--- src/rtl/pc_gen.sv ---
// pc_gen: program-counter generator with optional return-address stack.
//
// Holds the current word address and selects the next one from PLUS4,
// BRANCH, JUMP, JR, CALL and RET.
// Misaligned jump-register targets redirect to EXC_PC and raise addr_err
// for one cycle.
// Define PC_GEN_RAS_EN to build in the circular return-address stack.
// Without it, CALL acts as JUMP and RET acts as JR.
//
// Ports:
//   clk      rising-edge clock
//   rst      synchronous active-low reset
//   stall    1 = hold pc, stack, ras_cnt and addr_err
//   npc_op   next-PC select (PLUS4/BRANCH/JUMP/JR/CALL/RET)
//   imm      [15:0] branch word offset, [25:0] jump word index
//   rs_val   jump-register byte address
//   pc       current word address (registered)
//   npc      next word address (combinational)
//   addr_err one-cycle pulse after a misaligned JR/RET target (registered)
//   ras_cnt  valid stack entries (0 when the stack is not built)
module pc_gen #(
    parameter int unsigned AW        = 32,
    parameter logic [31:0] RESET_PC  = 32'h0000_3000,
    parameter logic [31:0] EXC_PC    = 32'h0000_4180,
    parameter int unsigned RAS_DEPTH = 4
) (
    input  logic                           clk,
    input  logic                           rst,
    input  logic                           stall,
    input  logic [2:0]                     npc_op,
    input  logic [25:0]                    imm,
    input  logic [AW-1:0]                  rs_val,
    output logic [AW-3:0]                  pc,
    output logic [AW-3:0]                  npc,
    output logic                           addr_err,
    output logic [$clog2(RAS_DEPTH):0]     ras_cnt
);

    localparam int unsigned PW   = AW - 2;
    localparam int unsigned CW   = $clog2(RAS_DEPTH) + 1;

    localparam logic [2:0] OP_PLUS4  = 3'b000;
    localparam logic [2:0] OP_BRANCH = 3'b001;
    localparam logic [2:0] OP_JUMP   = 3'b010;
    localparam logic [2:0] OP_JR     = 3'b011;
    localparam logic [2:0] OP_CALL   = 3'b100;
    localparam logic [2:0] OP_RET    = 3'b101;

    // Bits of the word address replaced by the jump index
    localparam logic [PW-1:0] IMM_MASK = PW'(26'h3FF_FFFF);

    logic [PW-1:0] p1;
    logic [PW-1:0] br_tgt;
    logic [PW-1:0] jmp_tgt;
    logic [PW-1:0] jr_tgt;
    logic          use_rs;
    logic          misalign;

`ifdef PC_GEN_RAS_EN
    localparam int unsigned PTRW = $clog2(RAS_DEPTH);

    logic [PW-1:0]   ras_mem [RAS_DEPTH];
    logic [PTRW-1:0] ras_ptr;       // next free slot; top is ras_ptr-1
    logic [PW-1:0]   ras_top;
    logic            push;
    logic            pop;

    assign ras_top = ras_mem[ras_ptr - PTRW'(1)];
`endif

    // Next-PC selection
    always_comb begin
        p1      = pc + PW'(1);
        br_tgt  = p1 + {{(PW-16){imm[15]}}, imm[15:0]};
        jmp_tgt = (p1 & ~IMM_MASK) | PW'(imm);
        jr_tgt  = rs_val[AW-1:2];
        npc     = p1;
        use_rs  = 1'b0;
`ifdef PC_GEN_RAS_EN
        push    = 1'b0;
        pop     = 1'b0;
`endif
        case (npc_op)
            OP_PLUS4:  npc = p1;
            OP_BRANCH: npc = br_tgt;
            OP_JUMP:   npc = jmp_tgt;
            OP_JR: begin
                npc    = jr_tgt;
                use_rs = 1'b1;
            end
            OP_CALL: begin
                npc = jmp_tgt;
`ifdef PC_GEN_RAS_EN
                push = 1'b1;
`endif
            end
            OP_RET: begin
`ifdef PC_GEN_RAS_EN
                if (ras_cnt != CW'(0)) begin
                    npc = ras_top;
                    pop = 1'b1;
                end else begin
                    npc    = jr_tgt;
                    use_rs = 1'b1;
                end
`else
                npc    = jr_tgt;
                use_rs = 1'b1;
`endif
            end
            default:   npc = p1;
        endcase
        misalign = use_rs && (rs_val[1:0] != 2'b00);
    end

    // PC and error pulse
    always_ff @(posedge clk) begin
        if (!rst) begin
            pc       <= RESET_PC[AW-1:2];
            addr_err <= 1'b0;
        end else if (!stall) begin
            if (misalign) begin
                pc       <= EXC_PC[AW-1:2];
                addr_err <= 1'b1;
            end else begin
                pc       <= npc;
                addr_err <= 1'b0;
            end
        end
    end

`ifdef PC_GEN_RAS_EN
    // Stack pointer and occupancy; a full push overwrites the oldest entry
    always_ff @(posedge clk) begin
        if (!rst) begin
            ras_ptr <= '0;
            ras_cnt <= '0;
        end else if (!stall) begin
            if (push) begin
                ras_ptr <= ras_ptr + PTRW'(1);
                if (ras_cnt != CW'(RAS_DEPTH)) begin
                    ras_cnt <= ras_cnt + CW'(1);
                end
            end else if (pop) begin
                ras_ptr <= ras_ptr - PTRW'(1);
                ras_cnt <= ras_cnt - CW'(1);
            end
        end
    end

    // Stack storage, no reset needed
    always_ff @(posedge clk) begin
        if (rst && !stall && push) begin
            ras_mem[ras_ptr] <= p1;
        end
    end
`else
    assign ras_cnt = '0;
`endif

endmodule

--- config.mk ---
export PLATFORM = sky130hd
export DESIGN_NAME = pc_gen
export DESIGN_NICKNAME = d
export VERILOG_FILES = /design/src/rtl/pc_gen.sv
export SDC_FILE = /design/constraint.sdc
export NUM_CORES = 1
export LEC_CHECK = 0
export CORE_MARGIN = 2
export CORE_UTILIZATION = 40
export CTS_CLUSTER_DIAMETER = 40
export DETAILED_ROUTE_END_ITERATION = 16
export HOLD_SLACK_MARGIN = 0.02
export MAX_ROUTING_LAYER = met4
export PLACE_DENSITY = 0.7
export REMOVE_ABC_BUFFERS = 1
export SYNTH_ARGS = -nofsm -noshare
export SYNTH_HDL_FRONTEND = slang
export SYNTH_SLANG_ARGS = --single-unit
--- constraint.sdc ---
create_clock -name clk -period 4 [get_ports clk]
set_clock_uncertainty 0.05 [all_clocks]
set_input_delay 0.6 -clock clk [delete_from_list [all_inputs] [get_ports clk]]
set_output_delay 0.6 -clock clk [all_outputs]
set_load 0.01 [all_outputs]
==> impl_metrics.json <==
{
  "synth_area_leader_cell": "sky130_fd_sc_hd__dfxtp_1",
  "synthMuxAreaShare": 0.0580,
  "synth_top_family_by_area": "compound AO/OA/AOI/OAI gates",
  "post_cts_hold_buffer_count": 0,
  "floorplan.core_area_mm2": 0.0104,
  "p_seq_frac": 0.168,
  "required_ns": 3.35,
  "post_route_cells_drive_above_1_share": 0.465,
  "critPathMaxFanout": 4,
  "yosys_register_bits": 31,
  "setup.reg_to_reg.worst_slack_ns": -0.13,
  "slew_viol_final": 0,
  "fp.dieW_um": 108,
  "wire_length_of_the_first_global_routing_pass_mm": 32.7,
  "r2r_end": "pc[21]$_SDFFE_PN0N_",
  "critPathKind": "register to primary output",
  "detailed_place_hpwl_mm": 15.1,
  "netlist-cell-type-count": 79,
  "layout_min_cycle_time_ns": 4.35,
  "cellInternalPower_uw": 1290,
  "cp_cell_sequence": "and4_4, nand4_1, buf_6, nor3_4, buf_6, nand4_1, xnor2_2, buf_4, ha_4, nand2_4, buf_6, o21ai_4, buf_6, buf_6, mux2i_1, a311oi_1, o21ai_1, buf_2",
  "port_buffers": 124,
  "clock_tree_from_tritoncts": "done",
  "place_congestion": 0.942,
  "tritoncts.num_buffers": 5,
  "worstHoldPathCells": 2,
  "nets": 1045,
  "die-area_mm2": 0.0116,
  "insertion_delay_ns": 0.33,
  "drt_drc_violations_left": 0,
  "drt_first_iter_violations": 505,
  "numPlacedInstances": 1016,
  "static-leakage-power_uw": 0.00385,
  "setup_slack_ns": -0.348,
  "pre_cts_ws_ns": -0.777,
  "drt_pass1_iterations": 5,
  "async_flop_share": 0,
  "total_wirelength_of_the_detailed_routed_design_mm": 22.9,
  "route.vias.total": 6425,
  "yosysSeqAreaShare": 0.144,
  "ys.flop_type": "sky130_fd_sc_hd__dfxtp_1",
  "power.share.switching": 0.396,
  "synth-adder-area-share": 0.103,
  "worst_setup_hold_path_clk_slew_ns": 0.09,
  "non_filler_instance_count_after_layout": 1083,
  "post-route-period-util": 1.09,
  "maxCapViolations": 0,
  "post_synth.cell_area_avg_um2": 7.40,
  "grt_antenna_before_repair": 0,
  "grt_max_degree": 36,
  "report.final.hold_viol_count": 0,
  "timing.reg2reg.worst_path_depth": 22,
  "cp_num_buf_inv": 7,
  "fmax_ghz": 0.230,
  "ir_drop_v": 0.000223,
  "ant_nets": 0,
  "grt_setup_unrepaired": "yes",
  "hp-class": "register to register",
  "layout_common_cells": "sky130_fd_sc_hd__buf_4, sky130_fd_sc_hd__clkdlybuf4s50_1, sky130_fd_sc_hd__nand2_1, sky130_fd_sc_hd__nor2_1",
  "cts.htree.levels": 2,
  "cell_with_the_largest_stage_delay_on_the_worst_path": "sky130_fd_sc_hd__dfxtp_2",
  "ratio_of_total_power_to_cell_area_mw_per_mm2": 249,
  "report.final.setup_viol": 15,
  "via_count_of_the_first_global_routing_pass": 6340,
  "start_util": 0.414,
  "timing.setup.tns_ns": -3.28,
  "cts_max_path_buffers": 2,
  "vias_per_cell": 5.93,
  "floorplan.rows": 37,
  "root_buffer": "sky130_fd_sc_hd__clkbuf_8",
  "layout_area_growth_over_synthesis_pct": 98.8,
  "share_clk_of_total_power": 0.192,
  "synth_compound_gate_area_share": 0.293,
  "synth_top_cells_by_area": "sky130_fd_sc_hd__dfxtp_1, sky130_fd_sc_hd__ha_1, sky130_fd_sc_hd__xnor2_1",
  "combinationalPowerShare": 0.640,
  "hold-path-endpoint": "addr_err$_SDFFE_PN0N_",
  "crit_family": "buffers and inverters",
  "worstSetupStartpointType": "register",
  "cts.sinks": 31,
  "synth_largest_type_area_fraction": 0.144,
  "die_height_um": 108,
  "critical_path.max_stage_delay_ns": 0.33,
  "hp-start": "addr_err$_SDFFE_PN0N_",
  "average_wire_per_cell_in_the_routed_design_um": 21.1,
  "outcome": "complete, but fails checks",
  "mostFrequentLayoutCell": "sky130_fd_sc_hd__buf_4",
  "yosysWarningCount": 0,
  "overflow": 0,
  "type_of_element_capturing_the_critical_path": "primary output",
  "post_synth_edffs": 0,
  "synthesis.instances": 583,
  "critical_path.most_common_cell": "sky130_fd_sc_hd__buf_6",
  "mappedNetlistArea_mm2": 0.00431,
  "track_usage": 0.375,
  "failed_checks": "negative setup slack",
  "boundaryPins": 128,
  "insertedDiodeCount": 0,
  "p_switching_uw": 847,
  "signal_arrival_time_at_the_worst_endpoint_ns": 3.70,
  "r2r_start": "pc[3]$_SDFFE_PN0N_",
  "synthXorXnorAreaFrac": 0.106,
  "synth_simple_gate_area_frac": 0.242
}
-- state kept, by name, summed over array words and instances (netlist names) --
register,count
pc,30
addr_err,1
-- through the flow --
step / cell area, um2 / util / hold slack, ns / total power [uW]
after floorplan: 4170 / - / 0.454 / 823
after CTS: 8050 / 0.773 / 0.473 / 1980
after global placement: 7070 / 0.679 / 0.433 / 1410
final: 8580 / 0.823 / 0.483 / 2140
after global routing: 8580 / 0.823 / 0.523 / 2230
after detailed placement: 7070 / 0.679 / 0.445 / 1420
-- synthesized netlist by cell type (4+ instances only) --
cell                        n
sky130_fd_sc_hd__a211oi_1   5
sky130_fd_sc_hd__a21o_1     4
sky130_fd_sc_hd__a21oi_1   41
sky130_fd_sc_hd__a221o_1    4
sky130_fd_sc_hd__a221oi_1   4
sky130_fd_sc_hd__a22o_1    15
sky130_fd_sc_hd__a22oi_1    7
sky130_fd_sc_hd__a31oi_1    7
sky130_fd_sc_hd__and2_1     7
sky130_fd_sc_hd__and3_1     6
sky130_fd_sc_hd__and4_1     6
sky130_fd_sc_hd__buf_2      4
sky130_fd_sc_hd__clkbuf_1  12
sky130_fd_sc_hd__dfxtp_1   31
sky130_fd_sc_hd__ha_1      34
sky130_fd_sc_hd__inv_1     19
sky130_fd_sc_hd__mux2_2     4
sky130_fd_sc_hd__mux2i_1   19
sky130_fd_sc_hd__nand2_1   65
sky130_fd_sc_hd__nand3_1   29
sky130_fd_sc_hd__nand4_1   13
sky130_fd_sc_hd__nor2_1    52
sky130_fd_sc_hd__nor3_1    10
sky130_fd_sc_hd__o211ai_1  11
sky130_fd_sc_hd__o21a_1     4
sky130_fd_sc_hd__o21ai_0   30
sky130_fd_sc_hd__o21ai_1    5
sky130_fd_sc_hd__o221ai_1  11
sky130_fd_sc_hd__o22ai_1    4
sky130_fd_sc_hd__xnor2_1   29
sky130_fd_sc_hd__xor2_1    23
-- final cells by class --
cell class                 count  area (um2)
tap                          136         170
inverter                      20        75.1
clock buffer                   6        72.6
clock inverter                 2        60.1
sequential                    31         634
timing repair buffer         381        3180
fill                         656        1840
multi-input combinational    507        4380
-- worst reg2reg max path, stage by stage (launching register included) --
cell	delay, ns
sky130_fd_sc_hd__dfxtp_2	0.33
sky130_fd_sc_hd__and4_4	0.24
sky130_fd_sc_hd__nand4_1	0.13
sky130_fd_sc_hd__buf_6	0.17
sky130_fd_sc_hd__nor3_4	0.24
sky130_fd_sc_hd__buf_6	0.16
sky130_fd_sc_hd__nand4_1	0.16
sky130_fd_sc_hd__xnor2_2	0.21
sky130_fd_sc_hd__ha_4	0.19
sky130_fd_sc_hd__a21oi_4	0.17
sky130_fd_sc_hd__o2111ai_2	0.17
sky130_fd_sc_hd__a21boi_2	0.19
sky130_fd_sc_hd__a21boi_4	0.24
sky130_fd_sc_hd__buf_6	0.13
sky130_fd_sc_hd__xor2_2	0.15
sky130_fd_sc_hd__o221ai_2	0.13
sky130_fd_sc_hd__buf_4	0.15
sky130_fd_sc_hd__buf_4	0.12
sky130_fd_sc_hd__buf_4	0.12
sky130_fd_sc_hd__buf_4	0.12
sky130_fd_sc_hd__buf_4	0.12
sky130_fd_sc_hd__buf_4	0.13
sky130_fd_sc_hd__a22o_1	0.19
-- routing by layer --
metal	track usage	part of all wire	vias to the layer above
met3	0.0605	0.077	105
met2	0.635	0.49	364
met1	0.429	0.38	3060
met5	-	0	-
met4	0.182	0.052	0
li1	-	-	2896
-- kinds of logic (layout without fill, tap and decap cells) --
kind of cell / count (synthesis) / in the layout
multiplexers: 24 / 24
AND/OR/NAND/NOR: 212 / 212
XOR/XNOR: 52 / 52
flip-flops: 31 / 31
buffers and inverters: 47 / 409
adder cells (fa/ha/maj): 35 / 35
other: 1 / 3
AO/OA/AOI/OAI: 181 / 181
-- power by group through the flow --
stage,sequential (uW),clock [uW],combinational (uW)
after floorplan,380,0,443
after global placement,360,0,1050
after detailed placement,362,0,1060
after CTS,356,408,1210
after global routing,362,424,1440
final,359,411,1370
-- how the worst max path moves through the flow --
| stage | startpoint | to | cells past startpoint |
|---|---|---|---|
| after floorplan | pc[0]$_SDFFE_PN0N_ | npc[26] | 12 |
| after global placement | pc[2]$_SDFFE_PN0N_ | npc[26] | 16 |
| after detailed placement | pc[2]$_SDFFE_PN0N_ | npc[26] | 16 |
| after CTS | pc[3]$_SDFFE_PN0N_ | npc[26] | 13 |
| after global routing | pc[3]$_SDFFE_PN0N_ | npc[27] | 18 |
| final | pc[3]$_SDFFE_PN0N_ | npc[19] | 18 |
-- what timing repair did --
action | in CTS | in global routing
endpoints found under the setup margin | 24 | 26
setup buffers | 40 | 22
resized for setup | 210 | 81
pin swaps | 72 | 54
Note: power is estimated with default switching activity, not from simulation.
